===== config.mk =====
export PLATFORM = sky130hd
export DESIGN_NAME = mult_seq_ctrl_flat
export DESIGN_NICKNAME = d
export VERILOG_FILES = /design/src/rtl/mult_seq_ctrl_if.sv /design/src/rtl/mult_seq_ctrl.sv /design/src/flat_wrapper.sv
export SDC_FILE = /design/constraint.sdc
export NUM_CORES = 1
export LEC_CHECK = 0
export ABC_AREA = 1
export BUFFER_PORTS_ARGS = -buffer_cell sky130_fd_sc_hd__buf_2
export CORE_ASPECT_RATIO = 0.7
export CORE_MARGIN = 1
export CORE_UTILIZATION = 50
export DETAILED_ROUTE_END_ITERATION = 8
export PLACE_DENSITY = 0.73
export SETUP_SLACK_MARGIN = 0.3
export SKIP_CTS_REPAIR_TIMING = 1
export SLEW_MARGIN = 5
export SYNTH_ARGS = -nofsm -noshare
export SYNTH_HDL_FRONTEND = slang
export SYNTH_SLANG_ARGS = --single-unit

===== constraint.sdc =====
create_clock -name clk -period 1.7 [get_ports clk]
set_input_delay 0.34 -clock clk [delete_from_list [all_inputs] [get_ports clk]]
set_output_delay 0.34 -clock clk [all_outputs]
set_load 0.02 [all_outputs]

===== src/rtl/mult_seq_ctrl_if.sv =====
// mult_seq_ctrl_if: request/response handshake and multiplier link of the M-extension sequencer
interface mult_seq_ctrl_if;
  logic        req_valid;
  logic        req_ready;
  logic [1:0]  req_op;
  logic [31:0] req_a;
  logic [31:0] req_b;
  logic        resp_valid;
  logic        resp_ready;
  logic [31:0] resp_data;
  logic        resp_err;
  logic        busy;
  logic [31:0] mul_a;
  logic [31:0] mul_b;
  logic        mul_start;
  logic [63:0] mul_p;
  logic        mul_done;
  modport slave (
    input  req_valid, req_op, req_a, req_b, resp_ready, mul_p, mul_done,
    output req_ready, resp_valid, resp_data, resp_err, busy, mul_a, mul_b, mul_start
  );
  modport master (
    output req_valid, req_op, req_a, req_b, resp_ready, mul_p, mul_done,
    input  req_ready, resp_valid, resp_data, resp_err, busy, mul_a, mul_b, mul_start
  );
endinterface


===== src/rtl/mult_seq_ctrl.sv =====
// mult_seq_ctrl: sequences MUL/MULH/MULHSU/MULHU onto a shared unsigned multiplier with a 1-entry product cache
module mult_seq_ctrl #(
  parameter int TIMEOUT  = 80,
  parameter bit CACHE_EN = 1'b1
) (
  input logic            clk,
  input logic            rst,
  mult_seq_ctrl_if.slave bus
);
  localparam int CW = $clog2(TIMEOUT + 1);
  typedef enum logic [2:0] {IDLE, LOAD, WAIT, FIX, RESP} state_t;
  state_t      state_q;
  logic [CW-1:0] cnt_q;
  logic [1:0]  op_q;
  logic [1:0]  key_q;
  logic        neg_q;
  logic [31:0] a_q;
  logic [31:0] b_q;
  logic [31:0] mul_a_q;
  logic [31:0] mul_b_q;
  logic [31:0] resp_data_q;
  logic        resp_err_q;
  logic        cache_v_q;
  logic [31:0] cache_a_q;
  logic [31:0] cache_b_q;
  logic [1:0]  cache_key_q;
  logic [63:0] cache_p_q;
  logic        a_sgn_d;
  logic        b_sgn_d;
  logic        neg_d;
  logic        hit_d;
  logic [31:0] mag_a_d;
  logic [31:0] mag_b_d;
  logic [63:0] prod_d;
  // operand signedness, magnitudes, cache lookup and product sign fix-up
  always_comb begin
    a_sgn_d = bus.req_op != 2'b11;
    b_sgn_d = !bus.req_op[1];
    neg_d   = (a_sgn_d & bus.req_a[31]) ^ (b_sgn_d & bus.req_b[31]);
    mag_a_d = (a_sgn_d & bus.req_a[31]) ? 32'd0 - bus.req_a : bus.req_a;
    mag_b_d = (b_sgn_d & bus.req_b[31]) ? 32'd0 - bus.req_b : bus.req_b;
    hit_d   = CACHE_EN && cache_v_q && bus.req_a == cache_a_q && bus.req_b == cache_b_q &&
              (bus.req_op == 2'b00 || {a_sgn_d, b_sgn_d} == cache_key_q);
    prod_d  = neg_q ? ~bus.mul_p + 64'd1 : bus.mul_p;
  end
  // control FSM with operand, result and cache registers
  always_ff @(posedge clk or negedge rst) begin
    if (!rst) begin
      state_q     <= IDLE;
      cnt_q       <= '0;
      op_q        <= '0;
      key_q       <= '0;
      neg_q       <= 1'b0;
      a_q         <= '0;
      b_q         <= '0;
      mul_a_q     <= '0;
      mul_b_q     <= '0;
      resp_data_q <= '0;
      resp_err_q  <= 1'b0;
      cache_v_q   <= 1'b0;
      cache_a_q   <= '0;
      cache_b_q   <= '0;
      cache_key_q <= '0;
      cache_p_q   <= '0;
    end else begin
      case (state_q)
        IDLE: if (bus.req_valid) begin
          op_q  <= bus.req_op;
          key_q <= {a_sgn_d, b_sgn_d};
          neg_q <= neg_d;
          a_q   <= bus.req_a;
          b_q   <= bus.req_b;
          if (hit_d) begin
            resp_data_q <= bus.req_op == 2'b00 ? cache_p_q[31:0] : cache_p_q[63:32];
            resp_err_q  <= 1'b0;
            state_q     <= RESP;
          end else begin
            mul_a_q <= mag_a_d;
            mul_b_q <= mag_b_d;
            state_q <= LOAD;
          end
        end
        LOAD: begin
          cnt_q   <= '0;
          state_q <= WAIT;
        end
        WAIT: if (cnt_q != '0 && bus.mul_done) begin
          state_q <= FIX;
        end else if (cnt_q == CW'(TIMEOUT)) begin
          resp_err_q  <= 1'b1;
          resp_data_q <= '0;
          cache_v_q   <= 1'b0;
          state_q     <= RESP;
        end else begin
          cnt_q <= cnt_q + 1'b1;
        end
        FIX: begin
          resp_data_q <= op_q == 2'b00 ? prod_d[31:0] : prod_d[63:32];
          resp_err_q  <= 1'b0;
          cache_v_q   <= CACHE_EN;
          cache_a_q   <= a_q;
          cache_b_q   <= b_q;
          cache_key_q <= key_q;
          cache_p_q   <= prod_d;
          state_q     <= RESP;
        end
        RESP: if (bus.resp_ready) state_q <= IDLE;
        default: state_q <= IDLE;
      endcase
    end
  end
  assign bus.req_ready  = state_q == IDLE;
  assign bus.busy       = state_q != IDLE;
  assign bus.resp_valid = state_q == RESP;
  assign bus.mul_start  = state_q == LOAD;
  assign bus.resp_data  = resp_data_q;
  assign bus.resp_err   = resp_err_q;
  assign bus.mul_a      = mul_a_q;
  assign bus.mul_b      = mul_b_q;
endmodule


===== src/flat_wrapper.sv =====
// flat-port wrapper written by rule: the top's interface ports become plain ports
module mult_seq_ctrl_flat 
#(
  parameter int TIMEOUT  = 80,
  parameter bit CACHE_EN = 1'b1
)
  (clk, rst, bus_req_valid, bus_req_op, bus_req_a, bus_req_b, bus_resp_ready, bus_mul_p, bus_mul_done, bus_req_ready, bus_resp_valid, bus_resp_data, bus_resp_err, bus_busy, bus_mul_a, bus_mul_b, bus_mul_start);
  mult_seq_ctrl_if bus_i ();
  input logic clk;
  input logic rst;
  input wire logic [$bits(bus_i.req_valid)-1:0] bus_req_valid;
  input wire logic [$bits(bus_i.req_op)-1:0] bus_req_op;
  input wire logic [$bits(bus_i.req_a)-1:0] bus_req_a;
  input wire logic [$bits(bus_i.req_b)-1:0] bus_req_b;
  input wire logic [$bits(bus_i.resp_ready)-1:0] bus_resp_ready;
  input wire logic [$bits(bus_i.mul_p)-1:0] bus_mul_p;
  input wire logic [$bits(bus_i.mul_done)-1:0] bus_mul_done;
  output wire logic [$bits(bus_i.req_ready)-1:0] bus_req_ready;
  output wire logic [$bits(bus_i.resp_valid)-1:0] bus_resp_valid;
  output wire logic [$bits(bus_i.resp_data)-1:0] bus_resp_data;
  output wire logic [$bits(bus_i.resp_err)-1:0] bus_resp_err;
  output wire logic [$bits(bus_i.busy)-1:0] bus_busy;
  output wire logic [$bits(bus_i.mul_a)-1:0] bus_mul_a;
  output wire logic [$bits(bus_i.mul_b)-1:0] bus_mul_b;
  output wire logic [$bits(bus_i.mul_start)-1:0] bus_mul_start;
  assign bus_i.req_valid = bus_req_valid;
  assign bus_i.req_op = bus_req_op;
  assign bus_i.req_a = bus_req_a;
  assign bus_i.req_b = bus_req_b;
  assign bus_i.resp_ready = bus_resp_ready;
  assign bus_i.mul_p = bus_mul_p;
  assign bus_i.mul_done = bus_mul_done;
  assign bus_req_ready = bus_i.req_ready;
  assign bus_resp_valid = bus_i.resp_valid;
  assign bus_resp_data = bus_i.resp_data;
  assign bus_resp_err = bus_i.resp_err;
  assign bus_busy = bus_i.busy;
  assign bus_mul_a = bus_i.mul_a;
  assign bus_mul_b = bus_i.mul_b;
  assign bus_mul_start = bus_i.mul_start;
  mult_seq_ctrl #(.TIMEOUT(TIMEOUT), .CACHE_EN(CACHE_EN)) u_core (.clk(clk), .rst(rst), .bus(bus_i));
endmodule

* Word-level counts from Yosys, hierarchy flattened *
Index checks and enable logic that the tools add are counted.

word-level totals
  register bits = 307
  logic and storage cells = 88
  output and inout port bits = 101
  input bits = 135

operators by class
  add/sub/neg operators = 4
  muxes and demuxes = 27
  bitwise logic cells = 5
  reduce and logical (&&, ||, !) cells = 20
  eq/ne operators = 16

operators by type and width
  operator                                                count
  two-way mux 32 bit                                      8
  one-hot mux 32 bit (3 select lines)                     1
  adder 64 x 1 -> 64 bit (second input constant)          1
  == test 32 bit                                          2
  two-way mux 64 bit                                      1
  inverter 64 bit                                         1
  subtractor 1 x 32 -> 32 bit (first input constant)      2
  two-way mux 3 bit                                       5
  one-hot mux 3 bit (5 select lines)                      1
  two-way mux 7 bit                                       2
  one-hot mux 7 bit (2 select lines)                      1
  AND reduction 3 bit                                     4
  inequality test 2 bit (second input constant)           5
  adder 7 x 1 -> 7 bit (second input constant)            1
  == test 7 bit (second input constant)                   1
  nonzero test 7 bit                                      1
  == test 3 x 2 -> 1 bit (second input constant)          2
  two-way mux 1 bit                                       6
  nonzero test 3 bit                                      2
  AND reduction 5 bit                                     1
  logical AND 1 bit                                       4
  zero test 2 bit                                         2
  inequality test 2 x 1 -> 1 bit (second input constant)  2
  nonzero test 2 bit                                      2
  other kinds (13)                                        14

* Logic depth before layout (Yosys ltp) *
  depth after elaboration = 7
  gate-level depth with buffers = 15
  depth with buffers taken out = 15

* Worst setup path after synthesis *
OpenSTA, ideal clock, no wires.

  path kind = input to register
  start point = in bus_mul_p[0]
  end point = reg u_core.resp_data_q[28], in the netlist u_core.bus.resp_data[28]
  setup slack = -0.047 ns
  buffers on the path = 0
  arrival = 1.630 ns
  cell stages on the path = 13
  data required time = 1.584 ns
  setup time = 0.116 ns
  path through = inv_1 -> ha_1 -> nand2_1 -> nor2_4 -> nand3_1 -> o21ai_1 -> nand2_1 -> nand2_1 -> nand3_1 -> nand2_1 -> nand2_1 -> nand2_1 -> nand2_1

on the way
  word-level cells in the longest chain between the ends = 5

RTL lines
  element                              RTL line             source
  start: declaration                   flat_wrapper.sv:16   input wire logic [$bits(bus_i.mul_p)-1:0] bus_mul_p;
  inverter 64 bit                      mult_seq_ctrl.sv:44  prod_d = neg_q ? ~bus.mul_p + 64'd1 : bus.mul_p;
  adder 64 x 1 -> 64 bit               mult_seq_ctrl.sv:44
  two-way mux 64 bit                   mult_seq_ctrl.sv:44
  two-way mux 32 bit                   mult_seq_ctrl.sv:98  resp_data_q <= op_q == 2'b00 ? prod_d[31:0] : prod_d[63:32];
  one-hot mux 32 bit (3 select lines)  mult_seq_ctrl.sv:66  case (state_q)
  end signal: assignment               mult_seq_ctrl.sv:74  resp_data_q <= bus.req_op == 2'b00 ? cache_p_q[31:0] : cache_p_q[63:32];
  end signal: assignment               mult_seq_ctrl.sv:98
  end: declaration                     mult_seq_ctrl.sv:21  logic [31:0] resp_data_q;

Every way passes these cells.
A chain may end at the register's enable or synchronous reset.

* Worst setup path in the final report *
  start point = reg u_core.cache_b_q[30]
  end point = reg u_core.mul_a_q[0], in the netlist u_core.bus.mul_a[0]

on the way
  word-level cells in the longest chain between the ends = 5

RTL lines
  element                               RTL line              source
  start: declaration                    mult_seq_ctrl.sv:25   logic [31:0] cache_b_q;
  start signal: assignment              mult_seq_ctrl.sv:102  cache_b_q <= b_q;
  == test 32 bit                        mult_seq_ctrl.sv:42   hit_d = CACHE_EN && cache_v_q && bus.req_a == cache_a_q && bus.req_b == cache_b_q &&
  logical AND 1 bit (2 in series)       mult_seq_ctrl.sv:42
  inverter 1 bit (no source line)       n/a
  AND reduction 3 bit (no source line)  n/a
  end signal: assignment                mult_seq_ctrl.sv:78   mul_a_q <= mag_a_d;
  end: declaration                      mult_seq_ctrl.sv:19   logic [31:0] mul_a_q;

Every way passes these cells.

==> metrics.md <==
| Metric | Value |
|---|---|
| Largest cells by area after synthesis | dfrtp_1, nand2_1, nor2_1 |
| Rows | 57 |
| Synth warnings | 0 |
| Fin Clk Skew | about 0.028 ns |
| MaxCap Viol Count | 0 |
| Tmin final | ~2.3 ns |
| Antenna Nets Post-Route | 0 |
| Iteration-0 DRC Markers | about 3.5k |
| Grt ovf | 0 |
| Cells after synthesis | about 2.5k |
| Leading register cell type out of synthesis | dfrtp_1 |
| Distinct cells, synth | 38 |
| Final hold viol count | 0 |
| Worst-path fanout max | 13 |
| Final wirelength | ~83 mm |
| CTS buffer count | 31 |
| Final worst-path cycle share | 134% |
| Syn Area/Cell | 6.95 um2 |
| Cell with the most instances after synthesis | nand2_1 |
| Worst setup margin | -0.578 ns |
| Worst hold slack | 0.0603 ns |
| Share of cells above drive strength 1 | a little under two fifths |
| Clock sinks | approximately 310 |
| Antenna violations before repair | 2 |
| Arr. time, crit path | ~2.8 ns |
| Fill cells | about 2.3k |
| Synthesis-to-layout area growth | 54.2% |
| Cell Chain, Critical Path | inv_1 > nand2_1 > nand4_1 > nor2_1 > nand2_1 > nor2_1 > buf_4 > nand3_2 > nand3_4 > buf_8 > buf_16 > nand2_1 > o21ai_1 |
| CP max stage delay | 0.36 ns |
| Total area of sequential cells | roughly 7700 um2 |
| WP buf/inv | 4 |
| Yosys reg bits | between 300 and 400 |
| Post-synth ARST share | 100% |
| Clock transition at path regs | roughly 0.070 ns |
| CTS tree | yes |
| Slew Limit Headroom | 63.4% |
| Worst skew pair latency | 0.60 ns |
| Gr usage total | between 30% and 40% |
| Tightest Pin Transition | between 0.5 and 0.6 ns |
| RSZ-0062 raised after global routing | true |
| Type of origin of the critical path | register |
| CP max-delay cell | dfrtp_1 |
| Vias per inst | just under 6 |
| Die Span Y | roughly 160 um |
| Netlist Area Pre-Place | 17700 um2 |
| Die W | about 230 um |
| Syn_nets | 2680 |
| Leakage | 13.8 nW |
| Drt drc | 0 |
| Longest Clk Path Bufs | 3 |
| Fmax | roughly 440 MHz |
| HPWL Detailed | between 50 and 60 mm |
| Critical path endpoint category | register |
| DR WL/cell | 22.1 um |
| Largest area contributor in the netlist | dfrtp_1 |
| Area of the multi-input gates | between 10000 and 15000 um2 |
| GP Congestion | 1.17 |
| CP Data Required Time | 2.20 ns |
| Sequential share of the synthesized area | 43.5% |
| Number of synthesized flops with an enable pin | 0 |
| Pin count of the biggest net entering global routing | between 70 and 80 |
| Pins Over Slew Limit | 0 |
| Commonest cells post-synth | nand2_1, nor2_1, dfrtp_1, o21ai_0, inv_1 |
| Failing checks | negative setup slack |
| Pwr Total | 0.0452 W |
| Setup Viol. Count Final | roughly 160 |
| Global-route wire length before repair | 104 mm |
| Core Area | 34700 um2 |
| Vias | 22.0k |
| Drt first pass iters | 7 |
| Root Driver | clkbuf_16 |
| Dpl ws | -0.691 ns |
| Crit path max-delay family | simple AND/OR/NAND/NOR gates |
| Ports | ~240 |
| P per Cell Area | 1660 nW/um2 |
| Initial Util | between 50% and 60% |
| Die area | roughly 36000 um2 |
| Yosys top cell area share | a little over two fifths |
| Hold Crit Class | in -> reg |
| Vias in the first global route | approximately 19k |
| Peak supply drop | about 0.0012 V |
| CP Class | reg -> reg |
| Outcome | finished, violations left |
| I/O Buffers | ~240 |
| Number of nets in the layout | around 3.4k |
| Most frequent CP cell | nand2_1 |
| H-tree Lvls | 1 |
## worst min-delay path, stage by stage
cell and delay, ns:
buf_2 0.14, inv_2 0.06, o21ai_1 0.07
## where the power goes
group | switching [W] | total, W | internal (W)
logic | 0.0145 | 0.0249 | 0.0104
registers | 0.00270 | 0.0134 | 0.0106
clock network | 0.00313 | 0.00695 | 0.00382
total | 0.0204 | 0.0452 | 0.0249
## final cells by class
class,count,share of cell area (%)
clock inverter,8,0.285
timing repair buffer,799,25.4
inverter,239,3.64
multi-input combinational,1899,37.0
antenna,3,0.0276
sequential,307,28.2
clock buffer,48,3.34
tap,472,2.17
## metrics by stage
step	instances	TNS [ns]	cell area (um2)	utilization (%)
2_1_floorplan	2540	0	18000	-
3_3_place_gp	3622	-58.94	23000	66.3
3_5_place_dp	3622	-66.77	23000	66.3
4_1_cts	3678	-49.07	24000	69.2
5_1_grt	3773	-60.60	27200	78.4
6_report	3775	-52.94	27200	78.4
## registers in the layout, indices dropped and copies added, names as in the netlist
signal,flops
u_core.cache_key_q,2
u_core.bus.resp_data,32
u_core.cache_a_q,32
u_core.cache_p_q,64
u_core.cache_b_q,32
u_core.state_q,3
u_core.a_q,32
u_core.op_q,2
u_core.neg_q,1
u_core.cnt_q,7
u_core.b_q,32
u_core.key_q,2
u_core.bus.resp_err,1
u_core.cache_v_q,1
u_core.bus.mul_b,32
u_core.bus.mul_a,32
## metal layers
metal,track usage [%],share of wire (%)
met1,59.7,40
met4,7.52,4.0
met3,9.45,16
met2,50.1,41
met5,0,0
## cell families (layout without fill, tap and decap cells)
group / count (synthesis) / in the layout / synth area share, %
simple gates: 1456 / 1456 / 33.4
compound gates: 368 / 368 / 11.5
buf+inv: 334 / 1094 / 7.73
flops: 307 / 307 / 43.5
xor+xnor: 70 / 70 / 3.47
fa+ha+maj: 5 / 5 / 0.354
other cells: 0 / 3 / 0
## path summary, 6_finish.rpt
kind | startpoint | end | slack (ns) | cells after the start
worst max-delay path | u_core.cache_b_q[30] | u_core.bus.mul_a[0] | -0.58 | 13
worst min-delay path | bus_req_a[14] | u_core.a_q[14] | 0.06 | 3
worst max register to register | u_core.cache_b_q[30] | u_core.bus.mul_a[0] | -0.58 | 13
worst min register to register | u_core.bus.resp_data[10] | u_core.bus.resp_data[10] | 0.48 | 2
max in group asynchronous | rst | u_core.cache_p_q[36] | 0.74 | 3
min in group asynchronous | rst | u_core.bus.resp_data[31] | 0.22 | 2
## cell usage in the layout, fill, tap and decap left out, types with 70 or more instances in the layout
cell     count
buf_2      229
buf_4      434
dfrtp_1    305
inv_1      191
nand2_1    717
nand2_2    117
nand2_4     70
nand3_1    134
nor2_1     293
o21ai_0    126
o21ai_2     96
(Power assumes the default switching activity.)
